**src/rtl/cache_stream_sequencer.sv**
```systemverilog
// rtl/cache_stream_sequencer.sv - per-channel cache-line stream sequencer with round-robin dcache issue
module cache_stream_sequencer #(
    parameter int NUM_CH     = 2,
    parameter int DEPTH_W    = 8,
    parameter int LINE_BYTES = 64,
    parameter int MAX_OUT    = 4,
    localparam int CH_W      = (NUM_CH > 1) ? $clog2(NUM_CH) : 1
) (
    input  logic                      clk,
    input  logic                      reset,
    input  logic [NUM_CH-1:0]         req_valid,
    output logic [NUM_CH-1:0]         req_ready,
    input  logic [NUM_CH*32-1:0]      req_base,
    input  logic [NUM_CH*DEPTH_W-1:0] req_depth,
    output logic                      dc_req_valid,
    input  logic                      dc_req_ready,
    output logic [31:0]               dc_req_addr,
    output logic [CH_W-1:0]           dc_req_ch,
    input  logic                      dc_resp_valid,
    input  logic [CH_W-1:0]           dc_resp_ch,
    output logic                      pipeline_stall,
    output logic [NUM_CH-1:0]         done
);

    typedef enum logic [1:0] {S_IDLE = 2'd0, S_ISSUE = 2'd1, S_DRAIN = 2'd2} state_t;

    localparam logic [31:0] LINE_STEP = 32'(LINE_BYTES);
    localparam logic [31:0] LINE_MASK = ~(LINE_STEP - 32'd1);
    localparam logic [3:0]  OUT_LIMIT = 4'(MAX_OUT);

    state_t               st_q   [NUM_CH];
    state_t               st_d   [NUM_CH];
    logic [31:0]          addr_q [NUM_CH];
    logic [DEPTH_W-1:0]   rem_q  [NUM_CH];
    logic [3:0]           out_q  [NUM_CH];
    logic [3:0]           out_d  [NUM_CH];

    logic [NUM_CH-1:0]    accept, zero_depth, issue_hit, resp_hit, eligible, busy;
    logic [2*NUM_CH-1:0]  elig_rot;
    logic [CH_W:0]        grant_sum;
    logic [CH_W-1:0]      rr_ptr, grant_ch;
    logic                 grant_found, hs;

    assign hs = dc_req_valid & dc_req_ready;

    always_ff @(posedge clk or posedge reset) begin
        if (reset) begin
            for (int i = 0; i < NUM_CH; i++) st_q[i] <= S_IDLE;
        end else begin
            for (int i = 0; i < NUM_CH; i++) st_q[i] <= st_d[i];
        end
    end

    // A same-cycle issue and response on one channel cancel; a response with nothing outstanding is dropped.
    always_comb begin
        accept     = '0;
        zero_depth = '0;
        issue_hit  = '0;
        resp_hit   = '0;
        for (int i = 0; i < NUM_CH; i++) begin
            accept[i]     = req_valid[i] && (st_q[i] == S_IDLE);
            zero_depth[i] = (req_depth[i*DEPTH_W +: DEPTH_W] == '0);
            issue_hit[i]  = hs && (dc_req_ch == CH_W'(i));
            resp_hit[i]   = dc_resp_valid && (dc_resp_ch == CH_W'(i));
            out_d[i] = out_q[i];
            if (issue_hit[i] && !resp_hit[i])
                out_d[i] = out_q[i] + 4'd1;
            else if (!issue_hit[i] && resp_hit[i] && (out_q[i] != 4'd0))
                out_d[i] = out_q[i] - 4'd1;
            st_d[i] = st_q[i];
            case (st_q[i])
                S_IDLE:  if (accept[i] && !zero_depth[i]) st_d[i] = S_ISSUE;
                S_ISSUE: if (issue_hit[i] && (rem_q[i] == DEPTH_W'(1))) st_d[i] = S_DRAIN;
                S_DRAIN: if (out_d[i] == 4'd0) st_d[i] = S_IDLE;
                default: st_d[i] = S_IDLE;
            endcase
        end
    end

    always_comb begin
        req_ready = '0;
        busy      = '0;
        eligible  = '0;
        for (int i = 0; i < NUM_CH; i++) begin
            req_ready[i] = (st_q[i] == S_IDLE);
            busy[i]      = (st_q[i] != S_IDLE);
            eligible[i]  = (st_q[i] == S_ISSUE) && (rem_q[i] != '0) && (out_q[i] < OUT_LIMIT);
        end
        elig_rot    = {eligible, eligible} >> rr_ptr;
        grant_found = 1'b0;
        grant_sum   = '0;
        for (int k = 0; k < NUM_CH; k++) begin
            if (!grant_found && elig_rot[k]) begin
                grant_found = 1'b1;
                grant_sum   = {1'b0, rr_ptr} + (CH_W+1)'(k);
            end
        end
        grant_ch = (grant_sum >= (CH_W+1)'(NUM_CH)) ? CH_W'(grant_sum - (CH_W+1)'(NUM_CH))
                                                    : grant_sum[CH_W-1:0];
    end

    // Arbitration only happens while no request is pending, so the granted address is never stale.
    always_ff @(posedge clk or posedge reset) begin
        if (reset) begin
            for (int i = 0; i < NUM_CH; i++) begin
                addr_q[i] <= '0;
                rem_q[i]  <= '0;
                out_q[i]  <= '0;
            end
            rr_ptr         <= '0;
            dc_req_valid   <= 1'b0;
            dc_req_addr    <= '0;
            dc_req_ch      <= '0;
            pipeline_stall <= 1'b0;
            done           <= '0;
        end else begin
            for (int i = 0; i < NUM_CH; i++) begin
                out_q[i] <= out_d[i];
                if (accept[i]) begin
                    addr_q[i] <= req_base[i*32 +: 32] & LINE_MASK;
                    rem_q[i]  <= req_depth[i*DEPTH_W +: DEPTH_W];
                end else if (issue_hit[i]) begin
                    addr_q[i] <= addr_q[i] + LINE_STEP;
                    rem_q[i]  <= rem_q[i] - DEPTH_W'(1);
                end
                done[i] <= (accept[i] && zero_depth[i]) ||
                           ((st_q[i] == S_DRAIN) && (st_d[i] == S_IDLE));
            end
            pipeline_stall <= |busy;
            if (hs) begin
                dc_req_valid <= 1'b0;
                rr_ptr       <= (dc_req_ch == CH_W'(NUM_CH-1)) ? '0 : dc_req_ch + CH_W'(1);
            end else if (!dc_req_valid && grant_found) begin
                dc_req_valid <= 1'b1;
                dc_req_addr  <= addr_q[grant_ch];
                dc_req_ch    <= grant_ch;
            end
        end
    end

endmodule

```
**config.mk**
```make
export PLATFORM = sky130hd
export DESIGN_NAME = cache_stream_sequencer
export DESIGN_NICKNAME = d
export VERILOG_FILES = /design/src/rtl/cache_stream_sequencer.sv
export SDC_FILE = /design/constraint.sdc
export NUM_CORES = 1
export LEC_CHECK = 0
export ABC_AREA = 0
export CAP_MARGIN = 20
export CORE_AREA = 2 2 112 114
export DETAILED_ROUTE_END_ITERATION = 8
export DIE_AREA = 0 0 114 116
export PLACE_DENSITY = 0.77
export SLEW_MARGIN = 30
export SYNTH_ARGS = -nofsm -noshare
export SYNTH_HDL_FRONTEND = slang
export SYNTH_SLANG_ARGS = --single-unit
export TNS_END_PERCENT = 5
```
**constraint.sdc**
```tcl
create_clock -name clk -period 4.7 [get_ports clk]
set_clock_uncertainty 0.1 [all_clocks]
set_input_delay 0.705 -clock clk [delete_from_list [all_inputs] [get_ports clk]]
set_output_delay 0.705 -clock clk [all_outputs]
set_load 0.02 [all_outputs]
```
==> results by group <==
Run status
  • Status: completed

STA
  • Worst-margin pin slew: ~0.75 ns
  • Final hold viol count: 0
  • Max Clk Rate: 346 MHz
  • Period utilization: between 60 and 70%
  • RSZ-0062 raised after global routing: no
  • Final TNS setup: 0 ns
  • Min Clock Period, post-route: 2.89 ns
  • Final Setup Violations: 0
  • Fin. max-slew vios: 0
  • Max-slew headroom: between 40% and 50%

Critical path
  • Crit path kind: in2reg
  • Crit path largest cell delay: 0.66 ns
  • R2R Setup Slk: 1.93 ns
  • Type of origin of the critical path: primary input
  • Worst path top cell family by delay: simple AND/OR/NAND/NOR gates
  • Worst Path Max Fanout: 15
  • Data required time of the critical path: slightly below 5 ns
  • Critical Path Slowest Stage Cell: and3b_1
  • Crit path arrival time: between 3 and 4 ns
  • Buf/Inv on CP: 1
  • CP cell instances: clkdlybuf4s50_1 > and3b_1 > nor2_1 > a21oi_1 > o2bb2ai_1 > nor2b_1 > a31o_2
  • CP endpoint kind: flop

Floorplan
  • Row Count: 40
  • Die Width: roughly 110 µm
  • Die area: around 13000 µm²
  • Initial Util: a little over 50%
  • Core Region: around 12000 µm²
  • Die Span Y: 116 µm
  • Ports: approximately 130

Clock network
  • TritonCTS clock tree: done
  • CTS root buf: clkbuf_16
  • Cts hold-fix bufs: 0
  • Clock Pin Slew Worst Setup and Hold Paths: about 0.07 ns
  • Clk sinks: roughly 110
  • Setup Buffers After CTS: 0
  • H-tree levels: 3
  • Max clock buf depth: 2
  • Cts repair resizes: 0
  • CTS Buf Count: 9
  • Clk_lat worst skew: 0.35 ns

Layout
  • Commonest non-fill, non-tap cell in the layout: nor2_1
  • Area Overhead vs Synth: 24.0%
  • Fin nets: a little under 900
  • Final core area utilization: 63.1%
  • # diodes: 0
  • Share of cells above drive strength 1: 4.92%
  • # fillers: 997
  • Most frequent cells in the layout: 130 x nor2_1, 112 x dfrtp_1, 107 x clkdlybuf4s50_1, 98 x a21oi_1, 50 x nand2_1

Global route
  • GRT busiest layer: met2
  • Total track usage: 23.0%
  • Met3 GRT Util: around 4.4%
  • Met1 usage: a little under a third
  • Largest net degree at the start of global routing: slightly below 70
  • GR met2 Demand/Resource: between 30% and 40%
  • Vias in the first global route: ~5000
  • Initial antenna violation count: 0
  • Global-route wire length before repair: roughly 24000 µm
  • Remaining Overflow, GRT: 0

Synth
  • Cells after Synth: about 670
  • Synth Warn #: 0
  • EDFF count, synth: 0
  • Async set or reset register ratio after synthesis: 100%
  • Synthesized area per cell: approximately 9 µm²
  • Most used DFF post-synth: dfrtp_1
  • Yosys cell types: 49
  • #FFs+latches synth: between 100 and 150
  • Netlist Area Pre-Place: about 6100 µm²
  • Sequential share of the synthesized area: 46.2%

Pwr
  • PwrDens: roughly 640 nW/µm²
  • Leakage: around 2.9 nW
  • Max IR drop VDD: approximately 0.30 mV

Routing
  • Vias/cell: ~5.5
  • Routed Antenna Nets: 0
  • DR DRC count: 0
  • Total Wirelength: 14500 µm
  • DR WL/cell: 15.8 µm
  • Vias: 5078
  • Pre-antenna DRT Iters: 7
  • DR iter-0 viols: roughly 320

Place
  • Gp weighted congestion: roughly 0.85
  • # port buffers: 107
  • HPWL after detailed placement: 10500 µm

Min path
  • Min-Delay Path Class: reg2reg

Job
  • Max-cap violations: 0
power breakdown:
part / switching [mW] / internal (mW)
clock network: 0.343 / 0.403
registers: 0.513 / 1.43
logic: 1.13 / 0.958
total: 1.99 / 2.79
cells in the mapped netlist, drive strengths merged, types with 3 or more instances:
cell / count / area (µm²)
nor2: 130 / 488
dfrtp: 112 / 2800
a21oi: 99 / 499
nand2: 52 / 195
xor2: 33 / 289
xnor2: 32 / 280
mux2i: 27 / 270
nand4: 23 / 144
nand3: 20 / 100
clkbuf: 18 / 67.6
buf: 15 / 111
inv: 15 / 56.3
ha: 12 / 150
nor3: 11 / 55.1
nor4: 10 / 75.1
o21ai: 9 / 52.6
and3: 8 / 55.1
a31oi: 7 / 43.8
and2: 4 / 25.0
and4: 3 / 26.3
mux2: 3 / 33.8
nand4b: 3 / 26.3
nor2b: 3 / 18.8
registers in the layout, indices dropped and copies added, names as in the netlist:
signal / flops
st_q: 4
dc_req_addr: 26
out_q: 8
rr_ptr: 1
done: 2
dc_req_ch: 1
pipeline_stall: 1
rem_q: 16
dc_req_valid: 1
addr_q: 52
cell type report:
cell class / count / area [µm²] / share of cell area (%)
clock inverters: 2 / 12.5 / 0.166
flip-flops and latches: 112 / 2800 / 37.3
clock buffers: 14 / 274 / 3.64
repair buffers: 112 / 1110 / 14.7
inverters: 15 / 58.8 / 0.782
well taps: 147 / 184 / 2.45
multi-input cells: 517 / 3080 / 41.0
cells by family (layout without fill, tap and decap cells):
kind of cell    after synthesis  count (layout)  share of synthesized area [%]
xor+xnor                     65              65                           9.38
flops                       112             112                           46.2
fa+ha+maj                    12              12                           2.47
buf+inv                      48             143                           3.88
compound gates              128             128                           11.7
simple gates                276             276                           21.3
other cells                   1               6                         0.0618
mux                          30              30                           5.01
routing by layer:
layer | wire (µm) | vias to the layer above
met5 | 0 | -
met4 | 211 | 0
met3 | 832 | 19
met2 | 7140 | 174
met1 | 6330 | 2401
li1 | - | 2484
stage by stage:
step / hold WS (ns) / instances / worst slack [ns] / power (mW) / area, µm²
after floorplan: 0.345 / 677 / 0.936 / 3.34 / 6090
after global placement: 0.362 / 903 / 1.58 / 3.93 / 7230
after detailed placement: 0.368 / 903 / 1.52 / 4.04 / 7230
after CTS: 0.385 / 919 / 1.88 / 4.81 / 7520
after global routing: 0.433 / 919 / 1.71 / 5.16 / 7520
final: 0.382 / 919 / 1.81 / 4.78 / 7520
worst register-to-register path: stages, from the launching register on:
cell	delay (ns)
dfrtp_1	0.43
nor4b_1	0.69
nand2_1	0.22
a21oi_4	0.63
buf_4	0.41
nor2_1	0.08
a21oi_1	0.13
final timing paths:
kind                              start               to  depth (start not counted)
max in group asynchronous         reset         out_q[4]                          3
min reg2reg                      rr_ptr           rr_ptr                          2
min in group asynchronous         reset  dc_req_addr[13]                          2
max reg2reg                    out_q[6]  dc_req_addr[15]                          6
min                              rr_ptr           rr_ptr                          2
max                        dc_req_ready          done[0]                          7
Power figures use the tool's default switching activity.
